<file path="src/rtl/dual_operand_engine.sv">
// dual_operand_engine
//
// Two-operand arithmetic engine with valid/ready handshakes on both sides.
// An operand pair (signal_1 = A, signal_2 = B) and an op code are captured,
// the result is computed in a single CALC cycle, and the result is then held
// on signal_3/overflow until the consumer takes it.
//
//   op = 00  ADD : signal_3 = A + B,        overflow = carry out
//   op = 01  SUB : signal_3 = A - B,        overflow = (A < B)
//   op = 10  MAX : signal_3 = max(A, B),    overflow = 0
//   op = 11  ACC : acc = acc + A,           signal_3 = new acc, overflow = carry
//
// Handshake semantics (both ports): a transfer happens on a rising clk edge
// where valid and ready are both 1. The producer holds its payload stable
// while valid=1 and ready=0. in_ready may depend combinationally on out_ready
// (in HOLD), so a result can be delivered and a new pair accepted on the
// same edge.
//
// Ports:
//   clk        clock, all state changes on its rising edge
//   rst        asynchronous active-low reset
//   in_valid   operand pair / op valid
//   in_ready   engine can accept operands
//   signal_1   operand A
//   signal_2   operand B
//   op         operation select, captured together with the operands
//   signal_3   registered result
//   out_valid  signal_3 / overflow valid
//   out_ready  consumer accepts the result
//   overflow   registered carry / borrow flag of the result
//   txn_count  number of completed output transfers (wraps)
//   dbg_state  current FSM state (0 IDLE, 1 CALC, 2 HOLD)

module dual_operand_engine #(
  parameter int DATA_WIDTH = 8,
  parameter int CNT_WIDTH  = 16
) (
  input  logic                  clk,
  input  logic                  rst,
  input  logic                  in_valid,
  output logic                  in_ready,
  input  logic [DATA_WIDTH-1:0] signal_1,
  input  logic [DATA_WIDTH-1:0] signal_2,
  input  logic [1:0]            op,
  output logic [DATA_WIDTH-1:0] signal_3,
  output logic                  out_valid,
  input  logic                  out_ready,
  output logic                  overflow,
  output logic [CNT_WIDTH-1:0]  txn_count,
  output logic [1:0]            dbg_state
);

  typedef enum logic [1:0] {
    S_IDLE = 2'd0,
    S_CALC = 2'd1,
    S_HOLD = 2'd2
  } state_t;

  state_t                state_q, state_d;
  // Goes high on the first edge after reset release; keeps in_ready low
  // until then so nothing is accepted on the deassertion itself.
  logic                  en_q, en_d;
  logic [DATA_WIDTH-1:0] a_q, a_d;
  logic [DATA_WIDTH-1:0] b_q, b_d;
  logic [1:0]            op_q, op_d;
  logic [DATA_WIDTH-1:0] res_q, res_d;
  logic                  ov_q, ov_d;
  logic [DATA_WIDTH-1:0] acc_q, acc_d;
  logic [CNT_WIDTH-1:0]  cnt_q, cnt_d;

  // One extra bit on each arithmetic path carries the carry / borrow.
  logic [DATA_WIDTH:0]   sum_w;
  logic [DATA_WIDTH:0]   diff_w;
  logic [DATA_WIDTH:0]   acc_sum_w;

  assign sum_w     = {1'b0, a_q} + {1'b0, b_q};
  assign diff_w    = {1'b0, a_q} - {1'b0, b_q};
  assign acc_sum_w = {1'b0, acc_q} + {1'b0, a_q};

  always_comb begin
    state_d   = state_q;
    en_d      = 1'b1;
    a_d       = a_q;
    b_d       = b_q;
    op_d      = op_q;
    res_d     = res_q;
    ov_d      = ov_q;
    acc_d     = acc_q;
    cnt_d     = cnt_q;
    in_ready  = 1'b0;
    out_valid = 1'b0;

    case (state_q)
      S_IDLE: begin
        in_ready = en_q;
        if (in_valid && en_q) begin
          state_d = S_CALC;
        end
      end

      S_CALC: begin
        state_d = S_HOLD;
        case (op_q)
          2'b00: begin
            res_d = sum_w[DATA_WIDTH-1:0];
            ov_d  = sum_w[DATA_WIDTH];
          end
          2'b01: begin
            // The borrow out of the widened subtraction is exactly A < B.
            res_d = diff_w[DATA_WIDTH-1:0];
            ov_d  = diff_w[DATA_WIDTH];
          end
          2'b10: begin
            res_d = (a_q > b_q) ? a_q : b_q;
            ov_d  = 1'b0;
          end
          default: begin
            acc_d = acc_sum_w[DATA_WIDTH-1:0];
            res_d = acc_sum_w[DATA_WIDTH-1:0];
            ov_d  = acc_sum_w[DATA_WIDTH];
          end
        endcase
      end

      S_HOLD: begin
        out_valid = 1'b1;
        in_ready  = out_ready;
        if (out_ready) begin
          cnt_d   = cnt_q + CNT_WIDTH'(1);
          state_d = in_valid ? S_CALC : S_IDLE;
        end
      end

      default: begin
        state_d = S_IDLE;
      end
    endcase

    // Operand capture on any input transfer (from IDLE or from HOLD).
    if (in_valid && in_ready) begin
      a_d  = signal_1;
      b_d  = signal_2;
      op_d = op;
    end
  end

  always_ff @(posedge clk or negedge rst) begin
    if (!rst) begin
      state_q <= S_IDLE;
      en_q    <= 1'b0;
      a_q     <= '0;
      b_q     <= '0;
      op_q    <= 2'b00;
      res_q   <= '0;
      ov_q    <= 1'b0;
      acc_q   <= '0;
      cnt_q   <= '0;
    end else begin
      state_q <= state_d;
      en_q    <= en_d;
      a_q     <= a_d;
      b_q     <= b_d;
      op_q    <= op_d;
      res_q   <= res_d;
      ov_q    <= ov_d;
      acc_q   <= acc_d;
      cnt_q   <= cnt_d;
    end
  end

  assign signal_3  = res_q;
  assign overflow  = ov_q;
  assign txn_count = cnt_q;
  assign dbg_state = state_q;

endmodule

</file>
<file path="config.mk">
export PLATFORM = sky130hd
export DESIGN_NAME = dual_operand_engine
export DESIGN_NICKNAME = d
export VERILOG_FILES = /design/src/rtl/dual_operand_engine.sv
export SDC_FILE = /design/constraint.sdc
export NUM_CORES = 1
export LEC_CHECK = 0
export CAP_MARGIN = 20
export CORE_AREA = 2 2 78 80
export DETAILED_ROUTE_END_ITERATION = 7
export DIE_AREA = 0 0 80 82
export DONT_BUFFER_PORTS = 1
export GPL_TIMING_DRIVEN = 0
export HOLD_SLACK_MARGIN = 0.03
export PLACE_DENSITY_LB_ADDON = 0.3
export SLEW_MARGIN = 5
export SYNTH_ARGS = -nofsm -noshare
export SYNTH_HDL_FRONTEND = slang
export SYNTH_SLANG_ARGS = --single-unit
</file>
<file path="constraint.sdc">
create_clock -name clk -period 2.63 [get_ports clk]
set_input_delay 0.526 -clock clk [delete_from_list [all_inputs] [get_ports clk]]
set_output_delay 0.526 -clock clk [all_outputs]
set_load 0.01 [all_outputs]
</file>
Word level (Yosys, flattened, before mapping). Cells that the tools add are included.

Register bits: 54. Bits in latches: 0. Bits in writable memories: 0. ROM bits: 0. Input port bits: 22. Output and inout port bits: 29. Word-level logic and storage cells: 38. Memories: 0.

$add $sub $neg: 4. $mul: 0. Div/mod/pow operators: 0. Magnitude comparators: 1. Eq/ne operators: 6. Shifts and indexed selects: 0. Multiplexer cells: 9. Bitwise operators: 1. Reduce and logical (&&, ||, !) cells: 8.

Operators by type and width (number): one-hot mux 8 bit (3 select lines) (1); adder 8 x 8 -> 9 bit (2); adder 16 x 1 -> 16 bit, second input constant (1); subtractor 8 x 8 -> 9 bit (1); > comparator 8 bit (1); two-way mux 8 bit (1); one-hot mux 2 bit (3 select lines) (1); AND reduction 2 bit (3); equality test 2 x 1 -> 1 bit, second input constant (2); equality test 2 bit, second input constant (2); zero test 2 bit (2); two-way mux 2 bit (2); inequality test 2 bit, second input constant (2); one-hot mux 1 bit (3 select lines) (1); OR reduction 3 bit (1); logical AND 1 bit (2); two-way mux 1 bit (2); one-hot mux 1 bit (2 select lines) (1); NOT 1 bit (1).

Longest topological paths before layout.
Depth after elaboration: 4. Depth in mapped cells: 10. Mapped depth without buffers: 10.

Worst setup path before layout. OpenSTA, ideal clock, no wires.

Kind: flip-flop to flip-flop. From: reg a_q[6]. To: reg res_q[6] (netlist: signal_3[6]). Setup time: 0.136 ns. Arrival time: 2.150 ns. Data required time: 2.494 ns. Slack: 0.344 ns. Cell stages (with the launch flop): 9. Path buffers: 1. Clock period less this slack: 2.286 ns. Path through: dfrtp_1 -> ha_1 -> buf_6 -> a21o_1 -> a21oi_1 -> or4b_4 -> and4_4 -> a311oi_1 -> o211ai_1.

Cells in the longest elaborated chain, start to end: 3. Elaborated cells on any way between the ends: 6. Those cells by class: add/sub: 3; order compare: 1; mux: 2.

Ends and longest elaborated chain: start, declared (line 63) `logic [DATA_WIDTH-1:0] a_q, a_d;`; start signal, assigned (line 151) `a_q <= '0;`; start signal, assigned (line 161) `a_q <= a_d;`; > comparator 8 bit (line 114) `res_d = (a_q > b_q) ? a_q : b_q;`; two-way mux 8 bit (line 114); one-hot mux 8 bit (3 select lines) * (line 103) `case (op_q)`; end signal, assigned (line 164) `res_q <= res_d;`; end, declared (line 66) `logic [DATA_WIDTH-1:0] res_q, res_d;`.

Every way passes the cells marked *; elsewhere a longest branch is shown, timed or not. A chain may end at the register's enable or synchronous reset.

Final worst setup path.
From: reg a_q[5]. To: reg res_q[6] (netlist: signal_3[6]).

The elaborated chain is that of the path after synthesis.

==> impl_results.md <==
- Total count of max-transition violations in the final report: 0
- Die Span X: 80 microns
- Number of nets still failing antenna checks after routing: 0
- Maximum ir drop on the vdd rail: around 0.00057 V
- Fillers: 482
- Distinct cell type count of the synthesized netlist: 57
- Synth Area in Compound Gates: 19.69%
- Most frequent cells in the layout: 52 x dfrtp_1, 30 x nand2_1, 26 x o21ai_0
- Final WL: 8496 microns
- Crit path launch type: register
- Result of the run: completed
- Final core utilization: 66.62%
- Die extent in y: between 80 and 90 microns
- Count of endpoints failing hold in the final timing report: 0
- Synth Register Bits: 54
- Max-capacitance violation count: 0
- Slew at the pin with the worst max-slew slack: 0.5139 ns
- Total power of the final layout: 4.180 mW
- Proportion of synthesized area in mux cells: 4.693%
- Clock sink count: 54
- Maximum buffer depth of the clock tree: 2
- Synth Cell Area: 3546 sq um
- Post-Synth XOR/XNOR Area: 5.928%
- Clock latency at the later pin of the worst-skew pair: 0.31 ns
- Row Count: 28
- Final clock skew: between 0.003 and 0.004 ns
- Avg Vias per Cell: 6.130
- Post-route minimum period: roughly 2.5 ns
- Count of inserted antenna diode cells: 0
- Slowest stage cell on the critical path: dfrtp_1
- Largest fanout of any net on the critical path: 10
- Register area: 1354 sq um
- Arithmetic-cell share of the synthesized area counting full adders, half adders and majority gates: a little over a tenth
- Average instance area after synthesis: 9.258 sq um
- Crit path capture type: register
- Worst Path Class, Setup: reg2reg
- Share of the cycle needed by the critical path after routing: a little over nine tenths
- Setup violation total in the final timing report: 0
- Wire length of the first global-routing pass: 13,690 microns
- Async set or reset register ratio after synthesis: 100.0%
- Most common flop cell mapped by yosys: dfrtp_1
- Final std cells w/o fill: 469
- Final estimated routing congestion in global placement: 0.9219
- Area post-placement: 3640 sq um
- Clock tree from TritonCTS: done
- Number of enable-type register cells in the synthesized netlist: 0
- Gate count of the mapped netlist: 383
- Floorplan die area: 6560 sq um
- Worst min-delay path category: in2async
- DRC: 0
- Post-layout nets: 443
- Data required time at the worst endpoint: roughly 2.8 ns
- Setup Total Neg Slack: 0 ns
- Endpoint arrival time on the critical path: 2.70 ns
- Max Freq: 396.6 MHz
- CTS H-tree depth: 2
- Total global-route track usage: 27.39%
- Remaining max-slew budget at the tightest pin: approximately two thirds
- Largest family of logic cells by synthesized area: compound AO/OA/AOI/OAI gates
- Area growth from synthesis to final layout: 7.939%
- Max stage delay on crit path: 0.48 ns
- Vias post-DR: 2,875
- Root cell of the clock tree: clkbuf_8
- Average routed wire per standard cell: 18.12 microns
- Core Area: 5746 sq um
- Antenna violations before repair: 0
- First-pass DRT Iterations: 5
- Post-Synth Simple-Gate Area: 15.81%
- Power per cell area: 1092 nW/um^2
- Syn. warnings: 0
- Count of pins on the block boundary: 51
- Number of global-route vias before repair: 2,834
- Number of port buffers: 0
- Clock transition at the register clock pins on the worst setup and hold paths after CTS: 0.10 ns
- HPWL Detailed: 6587 microns
- Maximum number of pins on one net before global-route repair: 55
- Clock buffers created by TritonCTS: 5
- Critical Path, Cell by Cell: ha_1 > buf_2 > and3_2 > a211oi_2 > a31oi_4 > clkbuf_4 > nand2_1 > a311oi_1 > o211ai_1
- Sequential element share of the synthesized area: 38.11%
- Number of DRC markers after the initial detailed-route iteration: approximately 170
- Starting utilization of the core area: about three fifths
- Most common library cell in the layout ignoring fill and taps: dfrtp_1
- Multi-input combinational cell area: 2036 sq um
- Leakage power summed over all cells: 1.685 nW
- Number of cells after detailed placement: 458
- Number of nets produced by synthesis: ~430
- Post-Layout Inst Area: 3827 sq um
- Proportion of layout cells with a drive suffix above 1: between 10% and 20%
- GR Overflow Total: 0
==> cells in the mapped netlist, drive strengths merged, types with 5 or more instances <==
cell / number / area share (%)
a21o: 5 / 1.1
a21oi: 26 / 3.8
a31oi: 9 / 1.6
and3: 6 / 1.2
buf: 6 / 1.2
clkbuf: 13 / 1.4
dfrtp: 54 / 38
ha: 25 / 8.8
inv: 23 / 2.4
mux2: 13 / 4.1
nand2: 30 / 3.2
nand2b: 5 / 0.88
nand3: 13 / 1.8
nor2: 22 / 2.3
nor2b: 7 / 1.2
o21ai: 30 / 4.2
xnor2: 16 / 4.0
xor2: 8 / 2.0
==> layout make-up <==
| cell class | count | area share [%] |
|---|---|---|
| plain buffers | 19 | 2.484 |
| clock buffers | 5 | 1.798 |
| clock inverters | 3 | 1.242 |
| inverters | 24 | 2.354 |
| multi-input cells | 286 | 53.19 |
| flip-flops and latches | 54 | 35.37 |
| well taps | 75 | 2.452 |
| repair buffers | 3 | 1.111 |
==> critical path: cells and delay by family, from the launching register on <==
family,cells,cell delay (ns)
adder cells (fa/ha/maj),1,0.31
AND/OR/NAND/NOR,2,0.39
AO/OA/AOI/OAI,4,0.75
flip-flops,1,0.48
buffers and inverters,2,0.46
==> state kept, by name, indices dropped and copies added (netlist names) <==
name,count
txn_count,16
en_q,1
overflow,1
b_q,8
dbg_state,2
op_q,2
a_q,8
acc_q,8
signal_3,8
==> kinds of logic (layout without fill, tap and decap cells) <==
kind of cell,count (synthesis),after routing
and+or+nand+nor,109,109
muxes,15,15
adders and majority gates,28,28
xor gates and xnor gates,24,24
DFF,54,54
other,1,1
buffers and inverters,43,54
AOI/OAI and AO/OA,109,109
==> routing by layer <==
metal	up-vias	global-route usage [%]	wire, microns
met5	-	0	0
met4	0	8.136	136
met3	15	3.846	435
met2	89	45.08	4100
met1	1395	37.84	3823
li1	1376	-	-
==> stage by stage <==
step	setup slack, ns	hold WS (ns)
after floorplan	0.3442	0.2304
final	0.1085	0.05218
after CTS	0.04022	0.06421
after detailed placement	-0.08524	0.2322
after global placement	-0.02189	0.2321
after global routing	-0.006608	0.06476
==> timing repair <==
| action | in CTS | in global routing |
|---|---|---|
| endpoints found under the setup margin | 3 | 4 |
| resized for setup | 1 | 7 |
| hold buffers | 1 | 0 |
| endpoints found under the hold margin | 54 | 0 |
| setup buffers | 0 | 2 |
==> report_power, final <==
group	switching [mW]	internal, mW	total [mW]	leakage, nW
Clock	0.296	0.291	0.587	0.0591
Sequential	0.290	1.07	1.36	0.669
Combinational	1.27	0.959	2.23	0.957
==> final timing paths <==
check	from	end	slack, ns	depth (start not counted)
hold reg to reg	acc_q[6]	acc_q[6]	0.50	2
hold / removal	rst	acc_q[6]	0.05	1
setup / recovery	a_q[5]	signal_3[6]	0.11	9
max in group asynchronous	rst	a_q[6]	2.32	1
min in group clk	out_ready	dbg_state[1]	0.32	1
setup reg to reg	a_q[5]	signal_3[6]	0.11	9
Power figures use the tool's default switching activity.
